==> config.mk <==
export PLATFORM = sky130hd
export DESIGN_NAME = stopwatch_ctrl
export DESIGN_NICKNAME = d
export VERILOG_FILES = /design/src/rtl/stopwatch_ctrl.sv
export SDC_FILE = /design/constraint.sdc
export NUM_CORES = 1
export LEC_CHECK = 0
export BUFFER_PORTS_ARGS = -buffer_cell sky130_fd_sc_hd__buf_2
export CORE_MARGIN = 5
export CORE_UTILIZATION = 55
export CTS_CLUSTER_SIZE = 10
export DETAILED_ROUTE_END_ITERATION = 10
export PLACE_DENSITY = 0.72
export SETUP_SLACK_MARGIN = 0.2
export SLEW_MARGIN = 20
export SYNTH_ARGS = -nofsm -noshare
export SYNTH_HDL_FRONTEND = slang
export SYNTH_SLANG_ARGS = --single-unit
==> constraint.sdc <==
create_clock -name i_clkin -period 2.3 [get_ports i_clkin]
set_clock_uncertainty 0.15 [all_clocks]
set_input_delay 0.23 -clock i_clkin [delete_from_list [all_inputs] [get_ports i_clkin]]
set_output_delay 0.23 -clock i_clkin [all_outputs]
set_load 0.01 [all_outputs]
==> src/rtl/stopwatch_ctrl.sv <==
// Run/pause/lap/zero controller for the seconds stopwatch datapath.
// Debounces the three board keys, sequences prescaler clear, count enable and
// count clear, and muxes a lap snapshot onto the display bus.
// Ports: i_clkin    - 50 MHz clock, all logic rising-edge
//        i_clear    - asynchronous active-low reset
//        i_btn_ss / i_btn_lap / i_btn_zero - raw active-high pushbuttons
//        i_tick     - prescaler reached pulse (1 cycle)
//        i_count_in - live BCD counter value
//        o_pscl_clr / o_cnt_clr - registered 1-cycle clears to prescaler / counter
//        o_count_en - increment strobe to counter (tick gated by RUN/LAP)
//        o_disp_val - value to the 7-seg decoders (lap snapshot while in LAP)
//        o_state    - FSM state for LEDs: 00 IDLE, 01 RUN, 10 LAP, 11 PAUSE
module stopwatch_ctrl #(
  parameter int SYNC_STAGES     = 2,
  parameter int DEBOUNCE_CYCLES = 1000000,
  parameter int DB_W            = 20,
  parameter int DATA_W          = 16
) (
  input  logic              i_clkin,
  input  logic              i_clear,
  input  logic              i_btn_ss,
  input  logic              i_btn_lap,
  input  logic              i_btn_zero,
  input  logic              i_tick,
  input  logic [DATA_W-1:0] i_count_in,
  output logic              o_pscl_clr,
  output logic              o_cnt_clr,
  output logic              o_count_en,
  output logic [DATA_W-1:0] o_disp_val,
  output logic [1:0]        o_state
);

  typedef enum logic [1:0] {
    S_IDLE  = 2'b00,
    S_RUN   = 2'b01,
    S_LAP   = 2'b10,
    S_PAUSE = 2'b11
  } state_t;

  localparam int              NB      = 3;
  localparam logic [DB_W-1:0] DB_LAST = DB_W'(DEBOUNCE_CYCLES - 1);

  // Button order in the vectors: bit0 start/stop, bit1 lap, bit2 zero.
  logic [NB-1:0] w_raw;
  logic [NB-1:0] w_press;

  assign w_raw = {i_btn_zero, i_btn_lap, i_btn_ss};

  for (genvar b = 0; b < NB; b++) begin : g_btn
    logic [SYNC_STAGES-1:0] r_sync;
    logic [DB_W-1:0]        r_cnt;
    logic                   r_stable;
    logic                   r_stable_q;
    logic                   w_s;

    assign w_s        = r_sync[SYNC_STAGES-1];
    assign w_press[b] = r_stable & ~r_stable_q;

    always_ff @(posedge i_clkin or negedge i_clear) begin
      if (!i_clear) begin
        r_sync     <= '0;
        r_cnt      <= '0;
        r_stable   <= 1'b0;
        r_stable_q <= 1'b0;
      end else begin
        r_sync     <= {r_sync[SYNC_STAGES-2:0], w_raw[b]};
        r_stable_q <= r_stable;
        if (w_s == r_stable) begin
          r_cnt <= '0;
        end else if (r_cnt == DB_LAST) begin
          // Counter restarts on acceptance so a bounce straight after a new
          // level still has to hold for the full window to be taken.
          r_stable <= w_s;
          r_cnt    <= '0;
        end else begin
          r_cnt <= r_cnt + DB_W'(1);
        end
      end
    end
  end

  logic w_ev_ss, w_ev_lap, w_ev_zero;
  assign w_ev_ss   = w_press[0];
  assign w_ev_lap  = w_press[1];
  assign w_ev_zero = w_press[2];

  state_t            r_state, w_state_nxt;
  logic              r_pscl_clr, r_cnt_clr;
  logic              w_pscl_nxt, w_cnt_nxt, w_lap_ld;
  logic [DATA_W-1:0] r_lap_reg;

  // Priority ss > lap > zero falls out of the if/else order; events with no
  // transition in the current state are simply not looked at.
  always_comb begin
    w_state_nxt = r_state;
    w_pscl_nxt  = 1'b0;
    w_cnt_nxt   = 1'b0;
    w_lap_ld    = 1'b0;
    unique case (r_state)
      S_IDLE: begin
        if (w_ev_ss) begin
          w_state_nxt = S_RUN;
          w_pscl_nxt  = 1'b1;
        end else if (w_ev_zero) begin
          w_cnt_nxt = 1'b1;
        end
      end
      S_RUN: begin
        if (w_ev_ss) begin
          w_state_nxt = S_PAUSE;
        end else if (w_ev_lap) begin
          w_state_nxt = S_LAP;
          w_lap_ld    = 1'b1;
        end
      end
      S_LAP: begin
        if (w_ev_ss) begin
          w_state_nxt = S_PAUSE;
        end else if (w_ev_lap) begin
          w_state_nxt = S_RUN;
        end
      end
      S_PAUSE: begin
        // Resume keeps the prescaler phase so the partial second is not lost.
        if (w_ev_ss) begin
          w_state_nxt = S_RUN;
        end else if (w_ev_zero) begin
          w_state_nxt = S_IDLE;
          w_cnt_nxt   = 1'b1;
          w_pscl_nxt  = 1'b1;
        end
      end
      default: w_state_nxt = S_IDLE;
    endcase
  end

  always_ff @(posedge i_clkin or negedge i_clear) begin
    if (!i_clear) begin
      r_state    <= S_IDLE;
      r_pscl_clr <= 1'b0;
      r_cnt_clr  <= 1'b0;
      r_lap_reg  <= '0;
    end else begin
      r_state    <= w_state_nxt;
      r_pscl_clr <= w_pscl_nxt;
      r_cnt_clr  <= w_cnt_nxt;
      if (w_lap_ld) r_lap_reg <= i_count_in;
    end
  end

  // Uses the pre-edge state, so a tick on the edge that leaves RUN still counts.
  assign o_count_en = i_tick & ((r_state == S_RUN) | (r_state == S_LAP));
  assign o_disp_val = (r_state == S_LAP) ? r_lap_reg : i_count_in;
  assign o_pscl_clr = r_pscl_clr;
  assign o_cnt_clr  = r_cnt_clr;
  assign o_state    = r_state;

endmodule

-- Yosys cells after proc, flatten, opt, wreduce, memory -nomap -nowiden
Index checks and enable logic that the tools add are counted.
Widths: inputs -> output; s select.
- register bits: 92
- bits of input ports: 22
- output and inout port bits: 21
- logic and storage cells: 72
- add/sub/neg operators: 3
- equality and inequality tests: 13
- multiplexer cells: 23
- bitwise gates (word level): 11
- reductions and logical operators: 6
- operator list (operator ; count):
    $mux 20 ; 6
    $add 20x1->20 const B ; 3
    $eq 20x20->1 const B ; 3
    $mux 16 ; 1
    $mux 2 ; 7
    $ne 3x3->1 const B ; 3
    $pmux 2 s4 ; 1
    $mux 1 ; 7
    $not 1->1 ; 6
    $reduce_and 2->1 ; 3
    $and 1x1->1 ; 4
    $eq 2x2->1 const B ; 2
    $reduce_and 4->1 ; 1
    $eq 1x1->1 ; 3
    $eq 2x1->1 const B ; 1
    $logic_not 2->1 ; 1
    $ne 2x2->1 const B ; 1
    $pmux 1 s2 ; 1
    $reduce_or 2->1 ; 1
    $or 1x1->1 ; 1

-- Depth between registers and ports, before layout
Gate-level depths: netlist (run 1).
- depth in word-level cells: 5
- mapped depth: 7
- mapped depth without buffers: 6

-- Least setup slack after synthesis (run 1)
OpenSTA, ideal clock, no wires.
- path type: register to output
- start: register r_state[0], in the netlist o_state[0]
- end: output o_disp_val[10]
- data arrival time: 1.756 ns
- setup slack: 0.164 ns
- cell stages (with the launch flop): 6
- path buffers: 2
- cell sequence: dfrtp_1 -> inv_1 -> ha_1 -> clkbuf_1 -> buf_1 -> mux2_2
- longest elaborated chain between the ends: 2
- RTL lines (element ; line ; text):
    start, declared ; 87 ; state_t r_state, w_state_nxt;
    start signal, assigned ; 144 ; r_state <= w_state_nxt;
    $eq 2x2->1 ; 153 ; assign o_disp_val = (r_state == S_LAP) ? r_lap_reg : i_count_in;
    $mux 16 ; 153 ;
    end, declared ; 29 ; output logic [DATA_W-1:0] o_disp_val,
No other way between the ends.

-- Worst setup path in the final report (run 1)
- start: register r_state[0], in the netlist o_state[0]
- end: output o_disp_val[7]
The elaborated chain is that of the path after synthesis.

==> flow_summary.toml, run 1 <==
[outcome]
status = "finished, final reports clean"

[cts]
cts.sinks = 92
numCtsBuffers = 9
clock_latency_ns = 0.35
cts_tree = "yes"
cts-root-buf = "clkbuf_8"
cts.path.max_buffers = 2
htreeDepth = 3
clk_pin_slew_ns = 0.08

[worst_setup_path]
critPathLaunchType = "flip-flop"
end_kind = "output port"
crit_start = "o_state[0]$_DFFE_PN0P_"
crit_slowest_cell = "dfrtp_1"
crit_chain = "inv_2, ha_4, buf_8, mux2_2, buf_2"
cp_max_fo = 9
r2r-start = "o_state[0]$_DFFE_PN0P_"
max_stage_delay_ns = 0.41
critPathKind = "reg -> out"
cp.arrival_ns = 1.66
worstPathRequired_ns = 1.92

[global_routing]
grt_pass1_wl_um = 15720
grt_start_max_net_pins = 39
grt-ovfl-total = 0
grt_pass1_vias = 3483
grt_usage = 0.1926
antenna_found_initial = 0

[synth]
synthAdderAreaFrac = 0.02222
ys_seq_elements = 92
synthCells = 421
synth_area_per_cell_um2 = 10.70
synth_seq_area_share = 0.5111
post_synth_num_cell_types = 49
async_flop_share = 1.000
syn-num-nets = 451
synth-main-ff-cell = "dfrtp_1"
yosysWarningCount = 0
synthMuxAreaShare = 0.08833
synthesis.area_mm2 = 0.004504
synth_top_family_by_area = "simple AND/OR/NAND/NOR gates"
synth_edf_count = 0
synthSimpleGateAreaFrac = 0.2103
synth-compound-area-share = 0.06028
synth_xor_area_frac = 0.07972

[hold_path]
hp-start = "g_btn[0].r_sync[0]$_DFF_PN0_"
min_path_type = "reg -> reg"

[timing]
setup_ws_ns = 0.2613
tns_ns = 0
period_minus_slack_ns = 2.039
slew_headroom = 0.6314
worst_pin_slew_ns = 0.5478
timing.final.crit_share = 0.8864
setup_violations = 0
grt_setup_unrepaired = "yes"
slew_viol_final = 0
hold_violations = 0
max_freq_mhz = 490.5

[place]
post-dp-hpwl_um = 6002
numPortBuffers = 42
dpl_cell_area_mm2 = 0.004910
gp_congestion = 0.8138
place_ws_ns = 0.2471

[job]
drv_cap = 0

[layout]
layout.cells.most_common_list = "91 x dfrtp_1, 52 x nor2_1, 41 x buf_2, 34 x mux2_2, 33 x xnor2_1"
largest_reg_flops = 60
antenna_cells = 0
syn2layout_area_growth_pct = 19.92
fin_area_mm2 = 0.005401
drive_gt1_frac = 0.2579
nNetsFinal = 529
final_common_cell = "dfrtp_1"
utilization = 0.6674

[detailed_routing]
drc_errors = 0
routed.top_layer = "met4"
dr.first_iter.drc_count = 101
route.vias.total = 3393
viasPerCell = 5.571
ant_nets = 0
wl_met3_um = 275
routed_wl_um = 9038
wl_met2_um = 4445
wire_per_inst_um = 14.84
wl_met1_um = 4134
first_pass_iters = 4

[floorplanning]
num_io_pins = 43
die_h_um = 100.5
fp-row-count = 33
die_x_um = 100.5
core_mm2 = 0.008093
dieArea_mm2 = 0.01010
initial_core_util = 0.5566

[power_and_ir_drop]
powerDensity_mw_per_mm2 = 540.9
max-vdd-ir-drop_mv = 0.3988
p_leak_nw = 2.323
==> layout make-up <==
type | instances | area [um^2]
multi-input cells | 299 | 2113
inverters | 18 | 67.56
clock buffers | 10 | 137.6
flip-flops and latches | 92 | 2303
well taps | 105 | 131.4
repair buffers | 79 | 584.3
clock inverters | 6 | 63.81
fillers | 601 | 2691
==> final timing paths <==
kind / endpoint / slack, ns / cells past startpoint
worst min-delay path: g_btn[0].r_sync[1]$_DFF_PN0_ / 0.20 / 0
max in group asynchronous: g_btn[0].r_cnt[9]$_DFF_PN0_ / 1.16 / 3
worst min register to register: g_btn[0].r_sync[1]$_DFF_PN0_ / 0.20 / 0
worst max-delay path: o_disp_val[7] / 0.26 / 5
worst max register to register: o_state[0]$_DFFE_PN0P_ / 0.28 / 6
min in group asynchronous: g_btn[2].r_cnt[10]$_DFF_PN0_ / 0.24 / 2
==> layer usage <==
layer / vias up / GRT usage
met5: - / 0
met4: 0 / 0.07979
met3: 16 / 0.02837
met2: 60 / 0.3201
met1: 1662 / 0.2533
li1: 1655 / -
==> cell usage after synthesis, types with 2 or more instances <==
library cell | n | area share
dfrtp_1 | 92 | 0.51
nor2_1 | 52 | 0.043
mux2_2 | 34 | 0.085
xnor2_1 | 33 | 0.064
nand2_1 | 21 | 0.018
inv_1 | 18 | 0.015
nand4_1 | 17 | 0.024
a21oi_1 | 15 | 0.017
nand3_1 | 14 | 0.016
nor3_1 | 14 | 0.016
nor4_1 | 14 | 0.019
o21ai_0 | 10 | 0.011
ha_1 | 8 | 0.022
xor2_1 | 8 | 0.016
o31ai_1 | 6 | 0.010
or4_1 | 6 | 0.010
buf_2 | 5 | 0.0056
clkbuf_1 | 5 | 0.0042
and2_1 | 4 | 0.0056
and3_1 | 4 | 0.0056
nand3b_1 | 4 | 0.0067
or2_2 | 3 | 0.0042
or3_1 | 3 | 0.0042
a31o_2 | 2 | 0.0039
nand2b_1 | 2 | 0.0028
nand4b_1 | 2 | 0.0039
nor4b_1 | 2 | 0.0039
o22ai_1 | 2 | 0.0028
==> per-stage QoR <==
stage / hold slack [ns] / instances / power [W]
floorplan: -0.2156 / 421 / 0.001741
global placement: 0.08448 / 569 / 0.001826
detailed placement: 0.08594 / 569 / 0.001830
CTS: 0.2047 / 608 / 0.002943
global route: 0.2242 / 609 / 0.003044
finish: 0.2022 / 609 / 0.002922
==> power breakdown <==
part           switching, W  internal, W
sequential        0.0000149      0.00163
clock              0.000566     0.000530
combinational     0.0000917    0.0000852
total              0.000673      0.00225
==> worst max-delay path: cells and delay by family, from the launching register on <==
family                   cells  cell delay [ns]
multiplexers                 1             0.34
flip-flops                   1             0.41
buffers and inverters        3             0.39
adder cells (fa/ha/maj)      1             0.18
==> cell families after synthesis <==
logic type,count (synthesis)
flip-flops,92
AND/OR/NAND/NOR,174
adder cells (fa/ha/maj),8
AO/OA/AOI/OAI,41
buffers and inverters,30
XOR/XNOR,41
multiplexers,35
==> timing repair <==
item / CTS / global route
hold endpoints to repair: 54 / 0
endpoints found under the setup margin: 16 / 8
gates cloned: 1 / 1
setup buffers: 2 / 0
hold buffers: 20 / 0
gates resized for setup: 7 / 3
(Power assumes the default switching activity.)
==> run 2: changes to the inputs <==
- ABC_AREA: not set -> 1
==> run 2 against run 1 <==
Against the previous run: final cell count grew 29%; first-iteration DRC count grew 68%; non-clock buffer count shrank 15; synthesized area grew 4.3%; via count grew 17%; utilization shrank 0.83 points; power grew 1.9%; count of clock-buffer cells in the layout is the same; wire length grew 5.3%; largest cell class unchanged; largest power group unchanged.
==> flow_summary.toml, run 2 <==
[synth]
yosys.area.top_type_share = 0.4903
synth_edf_count = 0
async_flop_share = 1.000
yosysTopAreaCell = "dfrtp_1"
ys_seq_elements = 92
synthesis.area_mm2 = 0.004696
synth-main-ff-cell = "dfrtp_1"
ys_top_cells_by_count = "136 x nor2_1, 123 x nand2_1, 92 x dfrtp_1"
synth_area_leaders = "dfrtp_1 49%, nor2_1 11%, nand2_1 9.8%"
synth_seq_area_share = 0.4903
post_synth_num_cell_types = 26
yosysWarningCount = 0
synth_area_per_cell_um2 = 7.723
syn-num-nets = 638
synthCells = 608
yosysMostFrequentCell = "nor2_1"

[cts]
cts_tree = "yes"
numCtsBuffers = 9
cts.sinks = 92
clock_latency_ns = 0.36
cts-root-buf = "clkbuf_8"
clk_pin_slew_ns = 0.08
htreeDepth = 3
cts.path.max_buffers = 2

[timing]
tns_ns = 0
period_minus_slack_ns = 2.000
slew_viol_final = 0
max_freq_mhz = 500.1
timing.final.crit_share = 0.8695
slew_headroom = 0.6104
setup_ws_ns = 0.3002
grt_setup_unrepaired = "yes"
setup_violations = 0
whs_ns = 0.005059
worst_pin_slew_ns = 0.5845
hold_violations = 0

[detailed_routing]
ant_nets = 0
routed_wl_um = 9513
dr.first_iter.drc_count = 170
route.vias.total = 3979
first_pass_iters = 5
drc_errors = 0
viasPerCell = 5.062
wire_per_inst_um = 12.10

[worst_setup_path]
max_stage_delay_ns = 0.45
cp.arrival_ns = 1.62
critPathLaunchType = "flip-flop"
crit_chain = "inv_1, ha_1, buf_4, nand2_1, o21ai_0, buf_2"
critPathKind = "reg -> out"
worstPathRequired_ns = 1.92
cp_max_fo = 18
end_kind = "output port"
path_buf_inv = 3
crit_slowest_cell = "dfrtp_2"
cp_top_family = "buffers and inverters"

[layout]
antenna_cells = 0
fillerInstances = 689
utilization = 0.6591
largest_reg_flops = 60
syn2layout_area_growth_pct = 15.91
final_common_cell = "nor2_1"
drive_gt1_frac = 0.1072
nNetsFinal = 706
layout.cells.most_common_list = "136 x nor2_1, 123 x nand2_1, 91 x dfrtp_1, 72 x inv_1"

[global_routing]
grt_pass1_vias = 3717
grt-ovfl-total = 0
antenna_found_initial = 0
grt_pass1_wl_um = 16500
grt_usage = 0.1964
grt_start_max_net_pins = 47

[place]
place_ws_ns = 0.5949
gp_congestion = 0.9258
post-dp-hpwl_um = 6890
numPortBuffers = 42

[floorplanning]
initial_core_util = 0.5686
fp-row-count = 33
dieArea_mm2 = 0.01049
die_h_um = 102.4
core_mm2 = 0.008258
die_x_um = 102.4
num_io_pins = 43

[hold_path]
min_path_type = "in -> reg"

[power_and_ir_drop]
max-vdd-ir-drop_mv = 0.3270
p_leak_nw = 2.575
powerDensity_mw_per_mm2 = 546.9

[outcome]
status = "finished, final reports clean"

[job]
drv_cap = 0
[run 2: cell types whose count changed after synthesis, moves of 5 or more]
cell / previous run / this run
a21oi_1: 15 / 7
inv_1: 18 / 72
mux2_2: 34 / 0
nand2_1: 21 / 123
nand3_1: 14 / 47
nand4_1: 17 / 11
nor2_1: 52 / 136
nor3_1: 14 / 8
nor4_1: 14 / 0
o21ai_0: 10 / 50
o31ai_1: 6 / 1
or4_1: 6 / 0
xnor2_1: 33 / 13
xor2_1: 8 / 16
[run 2: where the power goes]
group | switching [W] | internal, W | total [W]
registers | 0.0000115 | 0.00163 | 0.00165
logic | 0.0000942 | 0.0000685 | 0.000163
clock network | 0.000557 | 0.000612 | 0.00117
total | 0.000662 | 0.00231 | 0.00298
[run 2: kinds of logic after synthesis]
| kind of cell | share of synthesized area |
|---|---|
| AO/OA/AOI/OAI | 0.06821 |
| flip-flops | 0.4903 |
| AND/OR/NAND/NOR | 0.2960 |
| XOR/XNOR | 0.05755 |
| adder cells (fa/ha/maj) | 0.02132 |
| buffers and inverters | 0.06661 |
[run 2: worst paths after layout]
check                                        startpoint                            to  slack [ns]  depth (start not counted)
setup / recovery                 o_state[0]$_DFFE_PN0P_                 o_disp_val[3]        0.30                          6
hold / removal                           i_count_in[13]     r_lap_reg[13]$_DFFE_PN0P_       0.005                          3
setup reg to reg                 o_state[0]$_DFFE_PN0P_        o_state[0]$_DFFE_PN0P_        0.58                          7
hold reg to reg            g_btn[2].r_sync[0]$_DFF_PN0_  g_btn[2].r_sync[1]$_DFF_PN0_        0.20                          0
max in group asynchronous                       i_clear   g_btn[2].r_cnt[2]$_DFF_PN0_        1.11                          3
min in group asynchronous                       i_clear  g_btn[1].r_cnt[12]$_DFF_PN0_        0.25                          2
[run 2: tightest hold or removal path, cell delays in order]
cell     delay (ns)
buf_2          0.09
inv_1          0.06
o21ai_0        0.09
[run 2: cell type report]
type                            count  area, um^2  area share
Tap cell                          105       131.4     0.02414
Multi-Input combinational cell    435        2081      0.3823
Inverter                           74       277.8     0.05103
Clock inverter                      6       88.84     0.01632
Clock buffer                       10       127.6     0.02345
Timing Repair Buffer               64       432.9     0.07954
Sequential cell                    92        2303      0.4232
[run 2: timing repair]
action                                  4_1_cts  5_1_grt
resized for setup                             0        4
setup buffers                                 0        0
endpoints found under the hold margin        60        0
endpoints found under the setup margin        0       15
hold buffers                                 17        0
[run 2: per-stage QoR]
stage                     cell area (um^2)  power, W  std cells
final                                 5443  0.002977        786
after global placement                5055  0.001819        753
after CTS                             5441  0.003011        786
after detailed placement              5055  0.001823        753
after global routing                  5443  0.003116        786
after floorplan                       4696  0.001738        608
[run 2: layer usage]
layer | GRT usage | vias up | part of all wire
li1 | - | 2047 | -
met1 | 0.2648 | 1806 | 0.46
met2 | 0.3153 | 105 | 0.47
met3 | 0.03413 | 21 | 0.053
met4 | 0.08073 | 0 | 0.024
met5 | 0 | - | 0
